--- config.mk ---
export PLATFORM = sky130hd
export DESIGN_NAME = invaders_controller
export DESIGN_NICKNAME = d
export VERILOG_FILES = /design/src/rtl/invaders_controller_pkg.sv /design/src/rtl/invaders_controller_step_timer.sv /design/src/rtl/invaders_controller.sv
export SDC_FILE = /design/constraint.sdc
export NUM_CORES = 1
export LEC_CHECK = 0
export CORE_MARGIN = 8
export CORE_UTILIZATION = 49
export DETAILED_ROUTE_END_ITERATION = 10
export GPL_ROUTABILITY_DRIVEN = 0
export GPL_TIMING_DRIVEN = 0
export PLACE_DENSITY = 0.72
export SLEW_MARGIN = 20
export SYNTH_ARGS = -nofsm -noshare
export SYNTH_HDL_FRONTEND = slang
export SYNTH_SLANG_ARGS = --single-unit
--- constraint.sdc ---
create_clock -name clk_36MHz -period 3.6 [get_ports clk_36MHz]
set_input_delay 0.72 -clock clk_36MHz [delete_from_list [all_inputs] [get_ports clk_36MHz]]
set_output_delay 0.72 -clock clk_36MHz [all_outputs]
set_load 0.005 [all_outputs]
--- src/rtl/invaders_controller_pkg.sv ---
// Shared constants, state encoding and helpers for the invaders controller.
package invaders_controller_pkg;

  localparam int INV_COLS = 20;
  localparam int LINE_W   = 5;

  typedef enum logic [1:0] {
    IDLE = 2'd0,
    PLAY = 2'd1,
    WON  = 2'd2,
    LOST = 2'd3
  } state_t;

  localparam logic [INV_COLS-1:0] DEF_INIT_ARRAY = 20'b00101010101010101010;
  localparam logic [LINE_W-1:0]   DEF_INIT_LINE  = 5'd4;
  localparam logic [LINE_W-1:0]   DEF_SHIP_LINE  = 5'd14;

  // One-hot column mask; columns >= INV_COLS produce an all-zero mask.
  function automatic logic [INV_COLS-1:0] col_mask(input logic [4:0] col);
    logic [31:0] m;
    m = 32'd1 << col;
    return m[INV_COLS-1:0];
  endfunction

endpackage

--- src/rtl/invaders_controller_step_timer.sv ---
// Descent step timer: counts enabled cycles and pulses tick once every
// STEP_CYCLES enabled cycles, on the cycle the count wraps to zero.
module step_timer #(
  parameter int unsigned STEP_CYCLES = 36000000
) (
  input  logic clk_36MHz,
  input  logic reset,
  input  logic clr,
  input  logic en,
  output logic tick
);

  localparam int CNT_W = (STEP_CYCLES > 1) ? $clog2(STEP_CYCLES) : 1;
  localparam logic [CNT_W-1:0] LAST = CNT_W'(STEP_CYCLES - 1);

  logic [CNT_W-1:0] cnt_q;

  assign tick = en && !clr && (cnt_q == LAST);

  // Count enabled cycles, wrapping at LAST; clr holds the count at zero.
  always_ff @(posedge clk_36MHz or posedge reset) begin
    if (reset) begin
      cnt_q <= '0;
    end else if (clr) begin
      cnt_q <= '0;
    end else if (en) begin
      if (cnt_q == LAST) cnt_q <= '0;
      else               cnt_q <= cnt_q + 1'b1;
    end
  end

endmodule

--- src/rtl/invaders_controller.sv ---
// Invaders wave controller: descends the invader row on a timer, clears
// invaders hit by the bullet, and decides whether the wave is won or lost.
//
//   state | meaning
//   ------+--------------------------------------------------------------
//   IDLE  | waiting for start; array/line parked at their initial values
//   PLAY  | wave in progress; timer descends the row, bullets destroy cells
//   WON   | every invader destroyed; array/line frozen, wave_cleared high
//   LOST  | row reached the ship line with invaders left; game_over high
module invaders_controller
  import invaders_controller_pkg::*;
#(
  parameter int unsigned          STEP_CYCLES = 36000000,
  parameter logic [INV_COLS-1:0]  INIT_ARRAY  = DEF_INIT_ARRAY,
  parameter logic [LINE_W-1:0]    INIT_LINE   = DEF_INIT_LINE,
  parameter logic [LINE_W-1:0]    SHIP_LINE   = DEF_SHIP_LINE
) (
  input  logic                clk_36MHz,
  input  logic                reset,
  input  logic                start_debounced,
  input  logic                clear,
  input  logic                enable,
  input  logic [4:0]          bullet_x,
  input  logic [3:0]          bullet_y,
  input  logic                bullet_flying,
  output logic [INV_COLS-1:0] invaders_array,
  output logic [LINE_W-1:0]   invaders_line,
  output logic                hit,
  output logic                game_over,
  output logic                wave_cleared
);

  state_t              state_q;
  logic [INV_COLS-1:0] array_q, array_d;
  logic [LINE_W-1:0]   line_q, line_d;
  logic                hit_q, hit_d;
  logic                game_over_q;
  logic                wave_cleared_q;

  logic                play_en;
  logic                step_tick;
  logic [31:0]         array_ext;

  assign play_en   = (state_q == PLAY) && enable;
  assign array_ext = 32'(array_q);

  step_timer #(
    .STEP_CYCLES (STEP_CYCLES)
  ) u_step_timer (
    .clk_36MHz (clk_36MHz),
    .reset     (reset),
    .clr       ((state_q != PLAY) || clear),
    .en        (play_en),
    .tick      (step_tick)
  );

  // Hit qualification uses the row as it stands before any step this cycle.
  always_comb begin
    hit_d   = play_en && bullet_flying
              && (bullet_x < 5'(INV_COLS))
              && ({1'b0, bullet_y} == line_q)
              && array_ext[bullet_x];
    array_d = hit_d ? (array_q & ~col_mask(bullet_x)) : array_q;
    line_d  = step_tick ? (line_q + 5'd1) : line_q;
  end

  // Game state machine with registered array, row and flag outputs.
  always_ff @(posedge clk_36MHz or posedge reset) begin
    if (reset) begin
      state_q        <= IDLE;
      array_q        <= INIT_ARRAY;
      line_q         <= INIT_LINE;
      hit_q          <= 1'b0;
      game_over_q    <= 1'b0;
      wave_cleared_q <= 1'b0;
    end else if (clear) begin
      state_q        <= IDLE;
      array_q        <= INIT_ARRAY;
      line_q         <= INIT_LINE;
      hit_q          <= 1'b0;
      game_over_q    <= 1'b0;
      wave_cleared_q <= 1'b0;
    end else begin
      case (state_q)
        IDLE: begin
          hit_q <= 1'b0;
          if (start_debounced) begin
            state_q <= PLAY;
            array_q <= INIT_ARRAY;
            line_q  <= INIT_LINE;
          end
        end
        PLAY: begin
          // hit_d/step_tick are gated by enable, so a low enable freezes all.
          hit_q   <= hit_d;
          array_q <= array_d;
          line_q  <= line_d;
          // An emptied array wins even if the same step reaches the ship.
          if (array_d == '0) begin
            state_q        <= WON;
            wave_cleared_q <= 1'b1;
          end else if (step_tick && (line_d == SHIP_LINE)) begin
            state_q     <= LOST;
            game_over_q <= 1'b1;
          end
        end
        WON, LOST: begin
          hit_q <= 1'b0;
          if (start_debounced) begin
            state_q        <= PLAY;
            array_q        <= INIT_ARRAY;
            line_q         <= INIT_LINE;
            game_over_q    <= 1'b0;
            wave_cleared_q <= 1'b0;
          end
        end
        default: begin
          state_q <= IDLE;
          hit_q   <= 1'b0;
        end
      endcase
    end
  end

  assign invaders_array = array_q;
  assign invaders_line  = line_q;
  assign hit            = hit_q;
  assign game_over      = game_over_q;
  assign wave_cleared   = wave_cleared_q;

endmodule

Word-level counts from Yosys, hierarchy flattened
Index checks and enable logic that the tools add are counted.

Add/sub/neg operators: 2. Order comparisons: 2. Equal/unequal tests: 13. Shift operators: 1. Muxes and demuxes: 28. Bitwise operators: 2. Reduce and logical (&&, ||, !) cells: 19.

Operators with widths (number): 2-to-1 mux 26 bit (3); 2-to-1 mux 20 bit (3); case mux 20 bit (2 select lines) (1); adder 26 x 1 -> 26 bit (second input constant) (1); == test 26 bit (second input constant) (1); AND 20 bit (1); logical NOT 20 bit (1); NOT 20 bit (1); left shift 1 x 5 -> 20 bit (first input constant) (1); 2-to-1 mux 5 bit (3); case mux 5 bit (2 select lines) (1); logical AND 1 bit (8); 2-to-1 mux 1 bit (8); 2-to-1 mux 2 bit (4); < comparator 5 x 6 -> 1 bit (second input constant) (1); inequality test 3 x 2 -> 1 bit (second input constant) (2); inequality test 3 bit (second input constant) (2); case mux 1 bit (2 select lines) (3); adder 5 x 1 -> 5 bit (second input constant) (1); binary-select mux 1 bit (select 5 bit) (1); == test 4 x 5 -> 1 bit (1); == test 5 x 4 -> 1 bit (second input constant) (1); < comparator 5 bit (second input constant) (1); == test 2 bit (second input constant) (2); 15 further kinds (15).

Flip-flop bits (word level): 56. Bits of input ports: 15.

Depth between registers and ports, before layout
Depth in word-level cells: 12. Gate-level depth with buffers: 9.

By module
From an unflattened synthesis, not the netlist that was laid out.

Cell total of the unflattened synthesis: 394. Area total of the unflattened synthesis: 3553.4 um^2.

Modules (own cells, without submodules): invaders_controller (times used 1, cells each 223, area an instance 2018.2 um^2, seq. area each 763.2 um^2); step_timer (times used 1, cells each 171, area an instance 1535.2 um^2, seq. area each 650.6 um^2).

Worst setup path after synthesis
OpenSTA, ideal clock, no wires.

Kind: in2reg. From: input bullet_x[1]. To: register state_q[1]. Library setup time: 0.087 ns. Arrival: 2.613 ns. Data required time: 3.513 ns. Path slack: 0.900 ns. Stages on the path: 8. Buffers on the path: 2. Cell sequence: buf_2 > clkbuf_1 > a2111oi_0 > nand2_1 > a2111oi_0 > nor2_1 > or4_1 > o211ai_1.

Cells in the longest elaborated chain, start to end: 9. Elaborated cells between the ends (all ways): 16.

Ends and longest elaborated chain: start: declaration (RTL line invaders_controller.sv:23) `input logic [4:0] bullet_x,`; parallel branches: the longest is 4 deep, another holds binary-select mux 1 bit (select 5 bit); 2-to-1 mux 20 bit * (RTL line invaders_controller.sv:63) `array_d = hit_d ? (array_q & ~col_mask(bullet_x)) : array_q;`; logical NOT 20 bit * (RTL line invaders_controller.sv:99) `if (array_d == '0) begin`; 2-to-1 mux 2 bit (RTL line invaders_controller.sv:99); case mux 2 bit (2 select lines) (RTL line invaders_controller.sv:84) `case (state_q)`; 2-to-1 mux 2 bit (RTL line invaders_controller.sv:76) `end else if (clear) begin`; end signal: assignment (RTL line invaders_controller.sv:77) `state_q <= IDLE;`; end signal: assignment (RTL line invaders_controller.sv:88) `state_q <= PLAY;`; end signal: assignment (RTL line invaders_controller.sv:100) `state_q <= WON;`; end: declaration (RTL line invaders_controller.sv:33) `state_t state_q;`.

Every way passes the cells marked *. The select of a mux whose other input is x is not followed. A chain may end at the register's enable or synchronous reset.

Worst setup path in the final report
From: input bullet_x[3]. To: register state_q[1].

Same word-level chain as after synthesis.

==> summary.txt <==
Critical path
  • Worst Setup Start Kind: input pin
  • Crit path capture: state_q[1]$_DFFE_PP0P_
  • R2r endpoint: state_q[1]$_DFFE_PP0P_
  • Worst-path maximum fanout: 10
  • R2R depth: 8
  • Flop2flop setup slack: 0.47 ns
  • CP Data Required Time: 3.83 ns
  • Reg-to-reg startpoint: invaders_line[2]$_DFFE_PP1P_
  • Crit. End Element: flip-flop
  • Setup CP Type: in -> reg
  • CP arrival: 3.61 ns
  • CP Launch Point: bullet_x[3]

Clocking
  • Post-cts gate resize count: 0
  • Clk root buf: clkbuf_8
  • Max clock buf depth: 2
  • Clock transition at the registers of the reported paths: roughly 0.10 ns
  • H-tree depth: 2
  • Hold_buf cts: 0
  • Post-CTS setup buffer count: 0
  • Skew-Pair Late Insertion Delay: 0.31 ns
  • Clock sink total: 56
  • CTS tree: built
  • TritonCTS Buffers: 5

Floorplanning
  • Core area: between 0.006 and 0.007 mm^2
  • Die ar.: roughly 0.0099 mm^2
  • Die width: 99.7 um
  • Die Y: 99.7 um
  • Num ports: 43
  • Num rows: 30
  • Starting Density: 0.505

Power
  • Reg power frac: 0.566
  • Tot Pwr: 1.12 mW
  • Pwr/cell area: 279 mW/mm^2
  • Maximum vdd drop: around 160 uV
  • Clock power share: 0.326
  • Switch Pwr: 0.291 mW
  • Static leakage: around 1.6 nW
  • Sw frac: 0.259
  • P_int: 0.830 mW
  • Combinational group share of total power: 0.107

Global routing
  • Gr ovfl total: 0
  • Vias in the first global route: 3167
  • First-pass GRT wire length: about 15000 um
  • Total Routing Usage GR: 0.187
  • Initial antenna violation count: 0
  • Largest net degree at the start of global routing: 57

Logic synthesis
  • Synth area leader: dfrtp_1
  • Syn nets: roughly 420
  • Most common cell in the netlist: nand2_1
  • Mapped Area: 0.00343 mm^2
  • EDFF count, synth: 0
  • Post-synth ARST share: 1.00
  • Top FF cell, synth: dfrtp_1
  • Top cells by count, synth: nand2_1, nor2_1, dfrtp_1, o21ai_0, nand3_1
  • Seq/Total Area, Yosys: 0.412
  • #FFs+latches synth: 56
  • Mean Syn Cell Area: 8.49 um^2
  • Synth area leaders: dfrtp_1, dfstp_2, o21ai_0
  • Share of the synthesized area in the top cell type: 0.336
  • Netlist cell types: 59
  • Syn Inst Count: around 400
  • Yosys warnings: 0

Routing
  • DRC: 0
  • Vias per inst: 5.98
  • Wire per inst: 16.7 um
  • Top layer in use: met4
  • Met3 routed WL: just under 700 um
  • Via count: 3261
  • Initial DRC count: between 200 and 300
  • Router iterations before antenna repair: 5
  • Routed Antenna Nets: 0
  • Met1 WL: 4130 um
  • Met2 routed WL: just over 4000 um
  • Post-Route WL: a little over 9000 um

Timing
  • Final hold violations: 0
  • TNS Setup: 0 ns
  • Fin crit share: 0.938
  • Final Critical Period: approximately 3.4 ns
  • Skew final: 0.0115 ns
  • Rel. slew slack: 0.394
  • Final Max Slew Viols: 0
  • # setup viols final: 0
  • Fmax: 296 MHz
  • Worst Tran Pin Value: approximately 0.89 ns
  • RSZ-0062 raised after global routing: no
  • Setup WS post-layout: 0.223 ns

Final layout
  • Fin nets: between 400 and 500
  • Layout area overhead: 17.1%
  • Post-layout util: 0.591
  • Diode count: 0
  • Fin cells: about 550
  • Share of layout cells above drive strength 1: 0.0824

Run status
  • Status: completed

Placed design
  • Final HPWL DP: ~6800 um
  • Placed cells: between 500 and 600
  • Post-Place Worst Slack: -0.0369 ns
  • PortBufs: 37

Flow run
  • Max_cap viols: 0

Min path
  • Worst hold path class: reg -> reg
==> cells by family after synthesis <==
| family | Yosys count | share of synthesized area |
|---|---|---|
| mux | 10 | 0.0438 |
| simple gates | 199 | 0.302 |
| xor+xnor | 13 | 0.0332 |
| compound gates | 93 | 0.166 |
| fa+ha+maj | 2 | 0.00730 |
| flops | 56 | 0.412 |
| buf+inv | 31 | 0.0358 |
==> layer usage <==
metal,vias up,track usage
li1,1561,-
met1,1557,0.254
met2,124,0.280
met3,19,0.0447
met4,0,0.0664
met5,-,0
==> cells in the final DEF (no fill, tap or decap), types with 4 or more instances in the layout <==
master / Yosys / final
or3_1: 7 / 7
nor2b_1: 4 / 4
clkbuf_1: 11 / 12
clkbuf_8: 0 / 6
xor2_1: 12 / 12
dfstp_2: 10 / 10
buf_2: 5 / 5
mux4_2: 4 / 4
inv_1: 14 / 13
nor3_1: 10 / 10
o31ai_1: 5 / 5
a21oi_1: 14 / 14
o21ai_0: 40 / 40
nand3_1: 16 / 16
mux2i_1: 6 / 6
nand2b_1: 6 / 6
nand4_1: 11 / 11
nand2_1: 53 / 53
and3_1: 12 / 12
dfrtp_1: 46 / 46
nor2_1: 48 / 48
or2_2: 4 / 4
clkdlybuf4s50_1: 0 / 37
nor4_1: 5 / 5
o21ai_1: 5 / 5
==> registers in the layout, summed over array words and instances (netlist names) <==
name,flops
game_over,1
hit,1
invaders_array,20
invaders_line,5
state_q,2
u_step_timer.cnt_q,26
wave_cleared,1
==> power groups by stage <==
stage | combinational (mW) | clock (mW) | sequential (mW)
after global routing | 0.134 | 0.396 | 0.635
after detailed placement | 0.120 | 0 | 0.646
after CTS | 0.121 | 0.375 | 0.635
final | 0.120 | 0.366 | 0.635
after floorplan | 0.0779 | 0 | 0.646
after global placement | 0.118 | 0 | 0.646
==> critical path, cell delays in order <==
cell and delay (ns):
clkdlybuf4s50_1 0.53, buf_2 0.24, and3b_1 0.19, a32oi_1 0.41, nand4b_1 0.30, o21ai_0 0.31
o21ai_1 0.12, or4_1 0.59, o211ai_1 0.19
==> worst min-delay path by stage <==
stage	to	cells after the start	start	slack [ns]
after global routing	u_step_timer.cnt_q[25]$_DFFE_PP0P_	1	u_step_timer.cnt_q[25]$_DFFE_PP0P_	0.53
after floorplan	u_step_timer.cnt_q[25]$_DFFE_PP0P_	1	u_step_timer.cnt_q[25]$_DFFE_PP0P_	0.44
after detailed placement	game_over$_DFFE_PP0P_	2	game_over$_DFFE_PP0P_	0.48
after global placement	u_step_timer.cnt_q[25]$_DFFE_PP0P_	1	u_step_timer.cnt_q[25]$_DFFE_PP0P_	0.48
after CTS	u_step_timer.cnt_q[25]$_DFFE_PP0P_	1	u_step_timer.cnt_q[25]$_DFFE_PP0P_	0.50
final	u_step_timer.cnt_q[25]$_DFFE_PP0P_	1	u_step_timer.cnt_q[25]$_DFFE_PP0P_	0.51
==> stage by stage <==
| stage | hold WS, ns | area (um^2) |
|---|---|---|
| 6_report | 0.506 | 4020 |
| 4_1_cts | 0.505 | 4020 |
| 5_1_grt | 0.533 | 4020 |
| 3_5_place_dp | 0.484 | 3920 |
| 2_1_floorplan | 0.443 | 3430 |
| 3_3_place_gp | 0.475 | 3920 |
==> cell type report <==
cell class	instances	area [um^2]
multi-input cells	317	1890
clock buffers	7	86.3
inverters	14	55.1
clock inverters	1	7.51
repair buffers	37	370
fillers	621	2780
well taps	96	120
flip-flops and latches	56	1410
plain buffers	17	70.1
No activity file was read; power rests on OpenSTA's default activity.
==> RTL edit, RTL diff (config.mk and constraints unchanged) <==
Compare `cnt_q` against `LAST` with >= in place of ==.
--- a/src/rtl/invaders_controller_step_timer.sv
+++ b/src/rtl/invaders_controller_step_timer.sv
@@ -17,3 +17,3 @@
 
-  assign tick = en && !clr && (cnt_q == LAST);
+  assign tick = en && !clr && (cnt_q >= LAST);
 
Function: same outputs for any inputs over 10 cycles, from zero or initial values and one cycle with reset high; that may be too few to reach the edited logic, so the function may still have changed.
==> RTL edit against the original RTL <==
  * Worst setup slack gained 0.34 ns
  * Cell count grew 1.7%
  * Total power grew 1.5%
  * Via count grew 4.9%
  * Combinational power grew 10%
  * Area after synthesis grew 5.4%
  * Largest cell class unchanged
  * Critical path type unchanged
  * Cell area grew 5.8%
  * Sequential cell count is the same
  * Routed wire length grew 5.9%
==> RTL edit: results (changes against the original RTL) <==
list of most frequent post-synthesis cells: dfrtp_1 (46), nor2_1 (40), nand2_1 (39)
crit path max-delay cell type: clkdlybuf4s50_1
nets@finish: 471 (+1.3%)
VDD IR max: 0.175 mV (+12%)
Reg2Reg Setup Slack: 0.86 ns (+0.39 ns)
DR WL/cell: 17.4 um (+4.2%)
Area after DPL: 4150 um^2 (+5.9%)
Place WS: 0.245 ns (+0.282 ns)
WHS Path Cells: 2 (+1)
Syn Nets: 423 (+0.48%)
crit path DAT: 3.26 ns (-0.35 ns)
DR vias/cell: 6.18 (+3.2%)
crit-path max FO: 8 (-2)
TritonRoute pass-1 iters: 5 (unchanged)
vias in the first global route: 3303 (+4.3%)
met3 GRT Util: 2.86% (-1.6 points)
Hold Startpoint: wave_cleared
Hold EP: wave_cleared
WL met2: 4.55 mm (+9.9%)
share of cells above drive strength 1: 12.3% (+4.1 points)
cells on worst reg2reg path: 9 (+1)
WL met1: 4.23 mm (+2.4%)
Post-CTS Setup Bufs: 0 (unchanged)
switching power total: 0.313 mW (+7.7%)
Root Buffer: clkbuf_8
PortBufs: 41 (+11%)
met1 Use GR: 23.9% (-1.5 points)
DP Cell Count: 546 (+1.7%)
Synth Area per Inst: 8.91 um^2 (+4.9%)
clock skew: 0.0117 ns (+0.000196 ns)
post-synthesis sequential area ratio: 39.1% (-2.1 points)
synth top area cells: dfrtp_1 (32%), dfstp_2 (7.3%), nor2_1 (4.2%), o21ai_0 (4.2%), nand2_1 (4.0%)
wire length on met3: 627 um (-9.7%)
All-Layer GR Usage: 18.9% (+0.28 points)
# diodes: 0 (unchanged)
FF-to-FF End: u_step_timer.cnt_q[21]
r2r startpoint: u_step_timer.cnt_q[0]
post-synthesis mux area share: 5.47% (+1.1 points)
HPWL Detailed: 7.15 mm (+5.6%)
LEAKAGE: 1.64 nW (+1.2%)
max_slew headroom: 52.9% (+14 points)
status: completed
global-route wire length before repair: 15.9 mm (+3.7%)
crit path capture: game_over
Netlist cell types: 63 (+6.8%)
WHS: 0.499 ns (-0.00781 ns)
setup ws final: 0.567 ns (+0.344 ns)
-- RTL edit: cell types whose count changed after synthesis, sizes merged, moves of 5 or more --
cell,unedited run,this run
o41ai,0,5
xor2,12,5
and3,12,7
buf,6,12
nand2,53,39
nor2,48,40
o22ai,1,6
a21boi,1,11
o31ai,5,10
mux2,0,6
o21ai,45,56
nor2b,4,9
inv,14,7
-- RTL edit: power groups by stage --
stage                     Sequential, mW  Combinational, mW  Clock, mW
after global placement             0.645              0.129          0
after global routing               0.634              0.144      0.396
after floorplan                    0.645             0.0835          0
after CTS                          0.633              0.131      0.377
final                              0.633              0.132      0.372
after detailed placement           0.645              0.130          0
-- RTL edit: layout make-up --
| cell class | instances | area (um^2) |
|---|---|---|
| fillers | 655 | 2970 |
| multi-input cells | 324 | 2070 |
| flip-flops and latches | 56 | 1410 |
| repair buffers | 41 | 410 |
| well taps | 99 | 124 |
| plain buffers | 19 | 101 |
| clock buffers | 5 | 68.8 |
| inverters | 7 | 28.8 |
| clock inverters | 3 | 27.5 |
